===== src/rtl/delay_calib_ctrl.sv =====
// delay_calib_ctrl: sweeps a delay-line tap select upward, waiting for the
// line to settle after every step, and records the first tap at which the
// sampled delayed-clock phase differs from the phase seen at tap 0.
// If no tap shows a change the sweep ends with fail_o set and the previous
// result kept.
// Optional build macro: DELAY_CALIB_MAJORITY_EN -- the sample phase spans
// three cycles and the 2-of-3 majority is used, filtering single-cycle glitches.
module delay_calib_ctrl #(
  parameter int NUM_STEPS       = 16,
  parameter int SETTLE_CYCLES   = 8,
  localparam int DELAY_SEL_WIDTH = $clog2(NUM_STEPS)
) (
  input  logic                       clk_i,
  input  logic                       rst_ni,
  input  logic                       start_i,
  input  logic                       sample_i,
  output logic [DELAY_SEL_WIDTH-1:0] delay_o,
  output logic                       busy_o,
  output logic                       done_o,
  output logic                       fail_o
);

  localparam int SETTLE_W = (SETTLE_CYCLES > 1) ? $clog2(SETTLE_CYCLES) : 1;
  localparam logic [SETTLE_W-1:0]        SETTLE_LAST = SETTLE_W'(SETTLE_CYCLES - 1);
  localparam logic [DELAY_SEL_WIDTH-1:0] TAP_LAST    = DELAY_SEL_WIDTH'(NUM_STEPS - 1);
  localparam logic [DELAY_SEL_WIDTH-1:0] TAP_ONE     = DELAY_SEL_WIDTH'(1);

  typedef enum logic [1:0] {
    IDLE   = 2'd0,
    SETTLE = 2'd1,
    SAMPLE = 2'd2,
    DONE   = 2'd3
  } state_t;

  state_t                     state_reg;
  logic [DELAY_SEL_WIDTH-1:0] tap_reg;
  logic [DELAY_SEL_WIDTH-1:0] result_reg;
  logic [SETTLE_W-1:0]        settle_cnt_reg;
  logic                       ref_reg;

  // Value of the delayed phase used for the decision, and whether the
  // current SAMPLE cycle is the one on which the decision is taken.
  logic sample_value;
  logic sample_last;

`ifdef DELAY_CALIB_MAJORITY_EN
  logic [1:0] sample_cnt_reg;
  logic [1:0] sample_hist_reg;

  assign sample_last  = (sample_cnt_reg == 2'd2);
  assign sample_value = (sample_hist_reg[0] & sample_hist_reg[1]) |
                        (sample_hist_reg[0] & sample_i) |
                        (sample_hist_reg[1] & sample_i);

  // Capture the first two of the three SAMPLE-cycle values; the third is live.
  always_ff @(posedge clk_i or negedge rst_ni) begin
    if (!rst_ni) begin
      sample_cnt_reg  <= 2'd0;
      sample_hist_reg <= 2'b00;
    end else if (state_reg == SAMPLE) begin
      sample_cnt_reg                     <= sample_last ? 2'd0 : sample_cnt_reg + 2'd1;
      sample_hist_reg[sample_cnt_reg[0]] <= sample_i;
    end else begin
      sample_cnt_reg <= 2'd0;
    end
  end
`else
  assign sample_last  = 1'b1;
  assign sample_value = sample_i;
`endif

  // Calibration FSM; all outputs are registered alongside the state.
  always_ff @(posedge clk_i or negedge rst_ni) begin
    if (!rst_ni) begin
      state_reg      <= IDLE;
      tap_reg        <= '0;
      result_reg     <= '0;
      settle_cnt_reg <= '0;
      ref_reg        <= 1'b0;
      delay_o        <= '0;
      busy_o         <= 1'b0;
      done_o         <= 1'b0;
      fail_o         <= 1'b0;
    end else begin
      case (state_reg)
        IDLE: begin
          done_o <= 1'b0;
          if (start_i) begin
            state_reg      <= SETTLE;
            tap_reg        <= '0;
            settle_cnt_reg <= '0;
            fail_o         <= 1'b0;
            busy_o         <= 1'b1;
            delay_o        <= '0;
          end
        end

        SETTLE: begin
          if (settle_cnt_reg == SETTLE_LAST) begin
            settle_cnt_reg <= '0;
            state_reg      <= SAMPLE;
          end else begin
            settle_cnt_reg <= settle_cnt_reg + SETTLE_W'(1);
          end
        end

        SAMPLE: begin
          if (sample_last) begin
            if (tap_reg == '0) begin
              // Tap 0 defines the reference phase.
              ref_reg   <= sample_value;
              tap_reg   <= TAP_ONE;
              delay_o   <= TAP_ONE;
              state_reg <= SETTLE;
            end else if (sample_value != ref_reg) begin
              result_reg <= tap_reg;
              delay_o    <= tap_reg;
              busy_o     <= 1'b0;
              done_o     <= 1'b1;
              state_reg  <= DONE;
            end else if (tap_reg == TAP_LAST) begin
              // Ran out of taps: keep the old result, no wrap-around.
              fail_o    <= 1'b1;
              delay_o   <= result_reg;
              busy_o    <= 1'b0;
              done_o    <= 1'b1;
              state_reg <= DONE;
            end else begin
              tap_reg   <= tap_reg + TAP_ONE;
              delay_o   <= tap_reg + TAP_ONE;
              state_reg <= SETTLE;
            end
          end
        end

        DONE: begin
          done_o    <= 1'b0;
          state_reg <= IDLE;
        end

        default: begin
          state_reg <= IDLE;
          busy_o    <= 1'b0;
          done_o    <= 1'b0;
        end
      endcase
    end
  end

endmodule


===== config.mk =====
export PLATFORM = sky130hd
export DESIGN_NAME = delay_calib_ctrl
export DESIGN_NICKNAME = d
export VERILOG_FILES = /design/src/rtl/delay_calib_ctrl.sv
export SDC_FILE = /design/constraint.sdc
export NUM_CORES = 1
export LEC_CHECK = 0
export BUFFER_PORTS_ARGS = -buffer_cell sky130_fd_sc_hd__buf_2
export CAP_MARGIN = 20
export CORE_ASPECT_RATIO = 1.5
export CORE_MARGIN = 8
export CORE_UTILIZATION = 50
export DETAILED_ROUTE_END_ITERATION = 10
export PLACE_DENSITY = 0.69
export RECOVER_POWER = 50
export SYNTH_ARGS = -nofsm -noshare
export SYNTH_HDL_FRONTEND = slang
export SYNTH_SLANG_ARGS = --single-unit

===== constraint.sdc =====
create_clock -name clk_i -period 3.6 [get_ports clk_i]
set_input_delay 0.36 -clock clk_i [delete_from_list [all_inputs] [get_ports clk_i]]
set_output_delay 0.36 -clock clk_i [all_outputs]
set_load 0.01 [all_outputs]

==> metrics.txt <==
worst r2r src state_reg[0]; # DRC 0; Crit-path slowest cell ha_1; power per cell area 796 mW/mm2; clk slew on worst S/H paths 0.12 ns; worst-case clock buffer depth 2; # port buffers 10; later-pin clock latency in the skew report ~0.32 ns; ys async rst share 100%; ANT cells 0; clk sink count 21; syn avg cell area roughly 10 um2; setup_tns 0 ns; Post-synth EDFFs 0; outcome finished clean; relative slew slack 24.9%; Reg2Reg Depth 6; initial antenna violation count 0; Finished Cell Area around 0.0013 mm2; YS warnings 0; hold slack final between 0.3 and 0.4 ns; Pre-Repair DR Iteration Count 4; critical path peak fanout 17; vias between 900 and 1000; Worst setup EP type register; LEAKAGE between 0.5 and 0.6 nW; skew final 0.00836 ns; area leader, netlist dfrtp_1; setup slack, reg-to-reg 1.42 ns; Final Hold Fails 0; Initial Util roughly half; Synth-to-Final Area Change 6.09%; Synth Cell Area between 0.001 and 0.0015 mm2; Setup WS post-layout between 1 and 1.5 ns; sequential area share after synthesis around two fifths; Max VDD drop approximately 500 uV; Worst-Margin Slew roughly 1.1 ns; worst hold path startpoint sample_i; Min-Delay Path Class in -> reg; Congestion Overflow GR 0; # IOs 11; GP Congestion slightly below 0.9; gr usage total around 12%; CTS Buf Count 3; RSZ-0062 raised after global routing no; Setup violations, final 0; CP Data Arrival Time 2.39 ns; Via-to-Cell Ratio between 6 and 7; final wirelength between 2000 and 3000 um; first-iteration detailed-routing DRC count 37; Final period util between 60% and 70%; ys flop type dfrtp_1; dpl cell area around 0.0013 mm2; data required time of the worst path ~3.8 ns; crit path time final between 2 and 2.5 ns; crit-path cells inv_1, ha_1, mux2i_1, a21o_4, and2_1, a311o_1; FP Rows 22; area share of the largest cell type after synthesis 41.9%; Critical Path Source Type register; share of cells above drive strength 1 16.9%; antenna-violating nets left 0; DR WL/cell about 17 um; largest net degree at the start of global routing 22; #FFs+latches synth 21; number of global-route vias before repair between 900 and 1000; most common cell after layout, fill and taps aside dfrtp_1; Worst Hold End ref_reg; H-tree depth reported by CTS 1; CP delay by family, top compound AO/OA/AOI/OAI gates; Pins Over Slew Limit 0; # fillers about 220; maxcap violations 0; Max Fclk approximately 460 MHz; fin nets about 140; Synth Instances 120; first-pass GRT wire length approximately 4600 um; core area 0.00242 mm2; worst hold path depth 2; pre-CTS setup slack about 1.4 ns; die width approximately 57 um; synth unique cells 42; worst path bufs/invs 1; die footprint approximately 0.0044 mm2; dpl hpwl between 1500 and 2000 um; postcts setup bufs 0; top cells by area, synth dfrtp_1, ha_1, nand2_1; RR Endpoint tap_reg[2]; Max stage delay on crit path approximately 0.53 ns; critical path class reg -> reg; clk root buf clkbuf_4; CTS tree done; Die Ht about 77 um; crit path from state_reg[0]; Post-Syn Nets between 100 and 150; most frequent cells in the layout dfrtp_1, nand2_1, inv_1, ha_1
[layer usage]
layer / global-route usage [%] / wire [um] / vias up
met5: 0 / 0 / -
met4: 4.25 / 46 / 0
met3: 1.95 / 81 / 5
met2: 21.8 / 1340 / 17
met1: 14.7 / 1110 / 448
li1: - / - / 463
[metrics by stage]
step	total power, mW	cells	util [%]
final	1.06	154	54.9
after global placement	0.930	149	53.6
after CTS	1.07	154	55.1
after floorplan	0.809	120	-
after detailed placement	0.951	149	53.6
after global routing	1.15	154	54.9
[cells in the mapped netlist (all sizes together) (2+ instances only)]
| cell | instances |
|---|---|
| a21oi | 6 |
| a31oi | 4 |
| a32o | 5 |
| buf | 4 |
| dfrtp | 21 |
| ha | 7 |
| inv | 7 |
| mux2 | 4 |
| mux2i | 3 |
| nand2 | 15 |
| nand2b | 2 |
| nand3 | 3 |
| nor2 | 4 |
| nor2b | 2 |
| nor3b | 2 |
| o211ai | 3 |
| o21ai | 5 |
| o221ai | 3 |
| xor2 | 2 |
[final cells by class]
type	count	area, um2	share of cell area (%)
timing repair buffer	11	55.1	4.14
clock inverter	1	5.00	0.376
sequential	21	526	39.5
inverter	7	26.3	1.98
clock buffer	3	22.5	1.69
multi-input combinational	87	666	50.0
tap	24	30.0	2.26
[cell families after synthesis]
group                      share of synthesized area [%]
AOI/OAI and AO/OA                                   22.6
and+or+nand+nor                                     14.3
DFF                                                 41.9
buffers and inverters                               4.99
muxes                                               5.99
adders and majority gates                           6.99
xor gates and xnor gates                            3.29
[power breakdown]
group,total (mW),internal [mW],switching (mW)
combinational,0.551,0.226,0.325
clock,0.118,0.0416,0.0766
sequential,0.389,0.317,0.0729
total,1.06,0.584,0.475
[worst max path at each step]
stage                       to  slack (ns)  cells past startpoint
floorplan           tap_reg[2]        1.83                      7
global placement    tap_reg[2]        1.52                      6
detailed placement  tap_reg[2]        1.43                      6
CTS                 tap_reg[2]        1.42                      6
global route        tap_reg[3]        1.21                      6
finish              tap_reg[2]        1.42                      6
[repair_timing]
item | 4_1_cts | 5_1_grt
hold buffers | 1 | 0
setup endpoints to repair | 0 | 0
gates resized for setup | 0 | 0
hold endpoints to repair | 9 | 0
Power figures use the tool's default switching activity.
